### src/rtl/blob_stats_accum.sv
`timescale 1ns/1ps
// blob_stats_accum: per-channel blob size, centroid and bounding box over a
// frame, snapshotted at frame_end, divided serially, published atomically.
// Ports: clk_65mhz, reset (async, active-high); pixel stream hcount, vcount,
// pix_valid, hit[NCH], frame_end in; result_valid pulse, busy, packed
// per-channel size_out/x_mean/y_mean/x_min/x_max/y_min/y_max/found, and
// overrun_cnt (frames dropped while busy, saturating) out.
module blob_stats_accum #(
  parameter int NCH      = 2,
  parameter int HW       = 11,
  parameter int VW       = 10,
  parameter int ACC_W    = 32,
  parameter int MIN_SIZE = 16
) (
  input  logic                 clk_65mhz,
  input  logic                 reset,
  input  logic [HW-1:0]        hcount,
  input  logic [VW-1:0]        vcount,
  input  logic                 pix_valid,
  input  logic [NCH-1:0]       hit,
  input  logic                 frame_end,
  output logic                 result_valid,
  output logic                 busy,
  output logic [NCH*ACC_W-1:0] size_out,
  output logic [NCH*HW-1:0]    x_mean,
  output logic [NCH*VW-1:0]    y_mean,
  output logic [NCH*HW-1:0]    x_min,
  output logic [NCH*HW-1:0]    x_max,
  output logic [NCH*VW-1:0]    y_min,
  output logic [NCH*VW-1:0]    y_max,
  output logic [NCH-1:0]       found,
  output logic [7:0]           overrun_cnt
);

  localparam int ND = 2 * NCH;
  localparam int IW = $clog2(ND);
  localparam int CW = $clog2(ACC_W);

  typedef enum logic [1:0] {ACC, SNAP, DIV, PUB} state_t;
  state_t state;

  logic [ACC_W-1:0] a_size [NCH];
  logic [ACC_W-1:0] a_xs   [NCH];
  logic [ACC_W-1:0] a_ys   [NCH];
  logic [HW-1:0]    a_xmin [NCH];
  logic [HW-1:0]    a_xmax [NCH];
  logic [VW-1:0]    a_ymin [NCH];
  logic [VW-1:0]    a_ymax [NCH];

  logic [ACC_W-1:0] n_size [NCH];
  logic [ACC_W-1:0] n_xs   [NCH];
  logic [ACC_W-1:0] n_ys   [NCH];
  logic [HW-1:0]    n_xmin [NCH];
  logic [HW-1:0]    n_xmax [NCH];
  logic [VW-1:0]    n_ymin [NCH];
  logic [VW-1:0]    n_ymax [NCH];

  logic [ACC_W-1:0] s_size [NCH];
  logic [ACC_W-1:0] s_xs   [NCH];
  logic [ACC_W-1:0] s_ys   [NCH];
  logic [HW-1:0]    s_xmin [NCH];
  logic [HW-1:0]    s_xmax [NCH];
  logic [VW-1:0]    s_ymin [NCH];
  logic [VW-1:0]    s_ymax [NCH];

  logic [HW-1:0]    mx [NCH];
  logic [VW-1:0]    my [NCH];
  logic [HW-1:0]    fx [NCH];
  logic [VW-1:0]    fy [NCH];

  logic [IW-1:0]    idx;
  logic [CW-1:0]    cnt;
  logic [ACC_W-1:0] dq;
  logic [ACC_W-1:0] dr;
  logic [ACC_W-1:0] dd;
  logic [ACC_W:0]   trial;
  logic [ACC_W-1:0] diff;
  logic [ACC_W-1:0] q_step;
  logic [ACC_W-1:0] r_step;
  logic             fits;
  logic             last;
  int               ch;
  int               nch;

  assign busy = (state != ACC);

  function automatic logic [ACC_W-1:0] sat_add(
    input logic [ACC_W-1:0] a,
    input logic [ACC_W-1:0] b
  );
    logic [ACC_W:0] s;
    s = {1'b0, a} + {1'b0, b};
    return s[ACC_W] ? '1 : s[ACC_W-1:0];
  endfunction

  always_comb begin
    for (int c = 0; c < NCH; c++) begin
      n_size[c] = a_size[c];
      n_xs[c]   = a_xs[c];
      n_ys[c]   = a_ys[c];
      n_xmin[c] = a_xmin[c];
      n_xmax[c] = a_xmax[c];
      n_ymin[c] = a_ymin[c];
      n_ymax[c] = a_ymax[c];
      if (pix_valid && hit[c]) begin
        n_size[c] = sat_add(a_size[c], ACC_W'(1));
        n_xs[c]   = sat_add(a_xs[c], ACC_W'(hcount));
        n_ys[c]   = sat_add(a_ys[c], ACC_W'(vcount));
        if (hcount < a_xmin[c]) n_xmin[c] = hcount;
        if (hcount > a_xmax[c]) n_xmax[c] = hcount;
        if (vcount < a_ymin[c]) n_ymin[c] = vcount;
        if (vcount > a_ymax[c]) n_ymax[c] = vcount;
      end
    end
  end

  // The frame_end pixel is folded in before the snapshot; a frame_end
  // while busy only clears the running frame and bumps overrun_cnt.
  always_ff @(posedge clk_65mhz or posedge reset) begin
    if (reset) begin
      for (int c = 0; c < NCH; c++) begin
        a_size[c] <= '0;
        a_xs[c]   <= '0;
        a_ys[c]   <= '0;
        a_xmin[c] <= '1;
        a_xmax[c] <= '0;
        a_ymin[c] <= '1;
        a_ymax[c] <= '0;
        s_size[c] <= '0;
        s_xs[c]   <= '0;
        s_ys[c]   <= '0;
        s_xmin[c] <= '0;
        s_xmax[c] <= '0;
        s_ymin[c] <= '0;
        s_ymax[c] <= '0;
      end
      overrun_cnt <= '0;
    end else if (frame_end) begin
      for (int c = 0; c < NCH; c++) begin
        a_size[c] <= '0;
        a_xs[c]   <= '0;
        a_ys[c]   <= '0;
        a_xmin[c] <= '1;
        a_xmax[c] <= '0;
        a_ymin[c] <= '1;
        a_ymax[c] <= '0;
        if (!busy) begin
          s_size[c] <= n_size[c];
          s_xs[c]   <= n_xs[c];
          s_ys[c]   <= n_ys[c];
          s_xmin[c] <= n_xmin[c];
          s_xmax[c] <= n_xmax[c];
          s_ymin[c] <= n_ymin[c];
          s_ymax[c] <= n_ymax[c];
        end
      end
      if (busy && overrun_cnt != 8'hFF)
        overrun_cnt <= overrun_cnt + 8'd1;
    end else begin
      for (int c = 0; c < NCH; c++) begin
        a_size[c] <= n_size[c];
        a_xs[c]   <= n_xs[c];
        a_ys[c]   <= n_ys[c];
        a_xmin[c] <= n_xmin[c];
        a_xmax[c] <= n_xmax[c];
        a_ymin[c] <= n_ymin[c];
        a_ymax[c] <= n_ymax[c];
      end
    end
  end

  // Restoring divider: dq starts as the dividend and shifts the quotient
  // in from the bottom; the remainder never exceeds the divisor.
  always_comb begin
    ch     = int'(idx >> 1);
    nch    = (ch + 1 < NCH) ? ch + 1 : ch;
    dd     = s_size[ch];
    trial  = {dr, dq[ACC_W-1]};
    fits   = (trial >= {1'b0, dd});
    diff   = trial[ACC_W-1:0] - dd;
    q_step = {dq[ACC_W-2:0], fits};
    r_step = fits ? diff : trial[ACC_W-1:0];
    last   = (cnt == CW'(ACC_W - 1));
    for (int c = 0; c < NCH; c++) begin
      fx[c] = mx[c];
      fy[c] = my[c];
    end
    if (state == DIV && last) begin
      if (idx[0])
        fy[ch] = (dd == '0) ? '0 : q_step[VW-1:0];
      else
        fx[ch] = (dd == '0) ? '0 : q_step[HW-1:0];
    end
  end

  always_ff @(posedge clk_65mhz or posedge reset) begin
    if (reset) begin
      state        <= ACC;
      idx          <= '0;
      cnt          <= '0;
      dq           <= '0;
      dr           <= '0;
      result_valid <= 1'b0;
      size_out     <= '0;
      x_mean       <= '0;
      y_mean       <= '0;
      x_min        <= '0;
      x_max        <= '0;
      y_min        <= '0;
      y_max        <= '0;
      found        <= '0;
      for (int c = 0; c < NCH; c++) begin
        mx[c] <= '0;
        my[c] <= '0;
      end
    end else begin
      result_valid <= 1'b0;
      unique case (state)
        ACC: begin
          if (frame_end) state <= SNAP;
        end
        SNAP: begin
          state <= DIV;
          idx   <= '0;
          cnt   <= '0;
          dq    <= s_xs[0];
          dr    <= '0;
        end
        DIV: begin
          mx <= fx;
          my <= fy;
          if (last) begin
            cnt <= '0;
            dr  <= '0;
            if (idx == IW'(ND - 1)) begin
              state        <= PUB;
              result_valid <= 1'b1;
              for (int c = 0; c < NCH; c++) begin
                size_out[c*ACC_W +: ACC_W] <= s_size[c];
                x_mean[c*HW +: HW] <= fx[c];
                y_mean[c*VW +: VW] <= fy[c];
                x_min[c*HW +: HW] <= (s_size[c] == '0) ? '0 : s_xmin[c];
                x_max[c*HW +: HW] <= s_xmax[c];
                y_min[c*VW +: VW] <= (s_size[c] == '0) ? '0 : s_ymin[c];
                y_max[c*VW +: VW] <= s_ymax[c];
                found[c] <= (s_size[c] >= ACC_W'(MIN_SIZE));
              end
            end else begin
              idx <= idx + IW'(1);
              dq  <= idx[0] ? s_xs[nch] : s_ys[ch];
            end
          end else begin
            cnt <= cnt + CW'(1);
            dq  <= q_step;
            dr  <= r_step;
          end
        end
        PUB: begin
          state <= ACC;
        end
      endcase
    end
  end

endmodule
### config.mk
export PLATFORM = sky130hd
export DESIGN_NAME = blob_stats_accum
export DESIGN_NICKNAME = d
export VERILOG_FILES = /design/src/rtl/blob_stats_accum.sv
export SDC_FILE = /design/constraint.sdc
export NUM_CORES = 2
export LEC_CHECK = 0
export CORE_MARGIN = 8
export CORE_UTILIZATION = 30
export DETAILED_ROUTE_END_ITERATION = 8
export PLACE_DENSITY = 0.5
export SETUP_SLACK_MARGIN = 0.1
export SYNTH_ARGS = -nofsm -noshare
export SYNTH_HDL_FRONTEND = slang
export SYNTH_SLANG_ARGS = --single-unit
### constraint.sdc
create_clock -name clk_65mhz -period 53.5 [get_ports clk_65mhz]
set_clock_uncertainty 0.2 [all_clocks]
set_input_delay 10.7 -clock clk_65mhz [delete_from_list [all_inputs] [get_ports clk_65mhz]]
set_output_delay 10.7 -clock clk_65mhz [all_outputs]
set_load 0.01 [all_outputs]
==> impl_metrics.json <==
{
  "core_um2": 139000,
  "synthCells": 4376,
  "finalCritPeriodShare_pct": 27.1,
  "crit_path_max_fanout": 11,
  "cp-endpoint": "s_xs[38]",
  "min_period_ns": 14.48,
  "worstMarginPinSlew_ns": 1.22,
  "avgSynthCellArea_um2": 9.57,
  "r2r_end": "dr[0]",
  "synth_warnings": 0,
  "dpl-instance-area_um2": 46100,
  "htree_levels": 3,
  "cts_tree": "built",
  "synth_area_leader_cell": "dfrtp_1",
  "yosys.area_share.adder_pct": 5.11,
  "floorplan.die.width_um": 390,
  "drt_pass1_iterations": 5,
  "start_kind": "input port",
  "critPathKind": "input port to flip-flop",
  "multi_input_area_um2": 18800,
  "clockPowerShare_pct": 42.0,
  "die_y_um": 390,
  "postCtsResizedCells": 0,
  "maxSlewHeadroom_pct": 18.2,
  "place_congestion": 0.837,
  "viasPerCell": 4.89,
  "track_usage_pct": 15.8,
  "cts.sinks": 868,
  "synth_top_family_by_area": "simple AND/OR/NAND/NOR gates",
  "required_ns": 53.90,
  "path_clk_slew_ns": 0.06,
  "ys_top_cells_by_area": "dfrtp_1, nand2_1, ha_1, mux2i_1, o21ai_0",
  "fmax_ghz": 0.0691,
  "power_mw": 1.69,
  "layout.nets": 4726,
  "hold-worst-slack_ns": 0.258,
  "hpwl_um": 82400,
  "ant_nets": 0,
  "grt_max_degree": 186,
  "seqCellArea_um2": 21800,
  "drive_above_1_share_pct": 7.82,
  "synth_nets": 4571,
  "clkLatencyLatePin_ns": 0.72,
  "grt_setup_unrepaired": "no",
  "ir_worst_vdd_mv": 0.0219,
  "synth_cell_type_count": 83,
  "cts_buffers": 101,
  "power_switching_mw": 0.478,
  "initial_core_util_pct": 30.1,
  "yosys.cell_count.top_type": "nand2_1",
  "ios": 229,
  "crit_arrival_ns": 14.88,
  "num_rows": 137,
  "synthTopCellsByCount": "nand2_1, dfrtp_1, nor2_1",
  "grt_pass1_wl_um": 191000,
  "post-route-drc-count": 0,
  "reg2regPathDepth": 12,
  "combPwrFrac_pct": 16.1,
  "synthArstFlopShare_pct": 100,
  "swShare_pct": 28.3,
  "r2r-start": "idx[1]",
  "leakagePower_nw": 22.6,
  "setup_tns_ns": 0,
  "status": "completed",
  "antenna_found_initial": 2,
  "clock_path_buffers": 3,
  "cp-end-kind": "flip-flop",
  "grt.overflow.total": 0,
  "wirelength_um": 122000,
  "syn_to_final_growth_pct": 18.3,
  "intPower_mw": 1.21,
  "seq_area_frac_synth_pct": 52.0,
  "synth-edff-count": 0,
  "fillerInstances": 14112,
  "synthMuxAreaShare_pct": 5.87,
  "ctsHoldBuffers": 0,
  "p_per_area_nw_per_um2": 34.1,
  "r2r_slack_ns": 48.71,
  "portBuffers": 228,
  "cts_setup_buffers": 0,
  "finalSetupViolations": 0,
  "die_area_um2": 152000,
  "hold_violations": 0,
  "synth_seq_cells": 868,
  "slew_viol_final": 0,
  "synth-compound-area-share_pct": 13.2,
  "drt_iter0_drc": 2066,
  "crit_start": "hcount[1]",
  "p_seq_share_pct": 41.8,
  "cts.root.buffer_cell": "clkbuf_16",
  "first_global_vias": 31605,
  "maxCapViolCount": 0,
  "hp-class": "flip-flop to flip-flop",
  "n_antenna_cell": 0,
  "ys.flop_type": "dfrtp_1",
  "yosys.area_share.simple_pct": 17.2,
  "synth_xor_area_share_pct": 3.18,
  "syn_area_um2": 41900,
  "via_count": 31730,
  "synth_top_area_share_pct": 49.3,
  "wl_per_cell_um": 18.8,
  "design_area_um2": 49600
}
-- power groups by stage --
stage          logic [mW]  clock network (mW)  registers, mW
2_1_floorplan       0.211                   0          0.713
3_3_place_gp        0.270                   0          0.718
3_5_place_dp        0.273                   0          0.718
4_1_cts             0.274               0.732          0.707
5_1_grt             0.308               0.756          0.711
6_report            0.273               0.711          0.708
-- how the worst min path moves through the flow --
stage / start / endpoint / slack [ns] / cells after the start
6_report: s_xmax[8] / x_max[19] / 0.26 / 2
5_1_grt: s_xmax[7] / x_max[18] / 0.29 / 2
4_1_cts: s_xmax[21] / x_max[10] / 0.26 / 2
3_5_place_dp: s_xmax[9] / x_max[20] / 0.26 / 2
3_3_place_gp: s_xmax[19] / x_max[8] / 0.25 / 2
2_1_floorplan: s_xmax[11] / x_max[0] / 0.24 / 2
-- cells in the final DEF (no fill, tap or decap), types with 54 or more instances in the layout --
cell,count
mux2i_1,194
xnor2_1,95
a21oi_1,122
ha_1,162
xor2_1,57
a21o_1,54
nor3_1,69
clkdlybuf4s50_1,227
o21ai_0,364
nand3_1,84
clkbuf_16,101
nand2_1,863
nor2_1,464
inv_1,139
dfrtp_1,825
-- cell families after synthesis --
family / after synthesis
adders and majority gates: 168
muxes: 240
xor gates and xnor gates: 152
buffers and inverters: 366
AOI/OAI and AO/OA: 876
DFF: 868
and+or+nand+nor: 1706
-- registers in the layout (all words and copies together), names as in the netlist, 32 cells and up --
| signal | cells |
|---|---|
| a_size | 64 |
| size_out | 64 |
| s_size | 64 |
| s_ys | 64 |
| a_xs | 64 |
| dq | 32 |
| a_ys | 64 |
| dr | 32 |
| s_xs | 64 |
-- metrics by stage --
| stage | util (%) | std cells | setup slack, ns |
|---|---|---|---|
| 3_3_place_gp | 33.2 | 6304 | 38.36 |
| 5_1_grt | 35.6 | 6494 | 38.78 |
| 3_5_place_dp | 33.2 | 6304 | 38.30 |
| 6_report | 35.6 | 6494 | 39.02 |
| 2_1_floorplan | - | 4376 | 18.28 |
| 4_1_cts | 35.6 | 6494 | 39.07 |
-- layout make-up --
class,instances,share of cell area [%]
clock buffer,146,5.78
clock inverter,44,1.11
inverter,142,1.10
multi-input combinational,3142,37.9
sequential,868,43.9
tap,1876,4.74
timing repair buffer,276,5.44
-- layer usage --
layer | track usage, % | share of wire [%] | vias up | wire length (um)
met4 | 4.81 | 2.5 | 0 | 3080
met5 | 0 | 0 | - | 0
met1 | 22.4 | 48 | 15641 | 58200
li1 | - | - | 15363 | -
met2 | 24.8 | 45 | 567 | 55100
met3 | 2.54 | 4.7 | 159 | 5700
-- worst max-delay path: stages --
cell             delay [ns]
clkdlybuf4s50_1        0.88
inv_1                  0.23
fa_1                   0.49
and2b_1                0.20
o21ai_1                0.08
a21boi_2               0.21
o221ai_2               0.19
a211oi_4               0.47
nor2_2                 0.12
o41ai_4                0.87
a21oi_1                0.14
o31ai_1                0.28
Note: power is estimated with default switching activity, not from simulation.
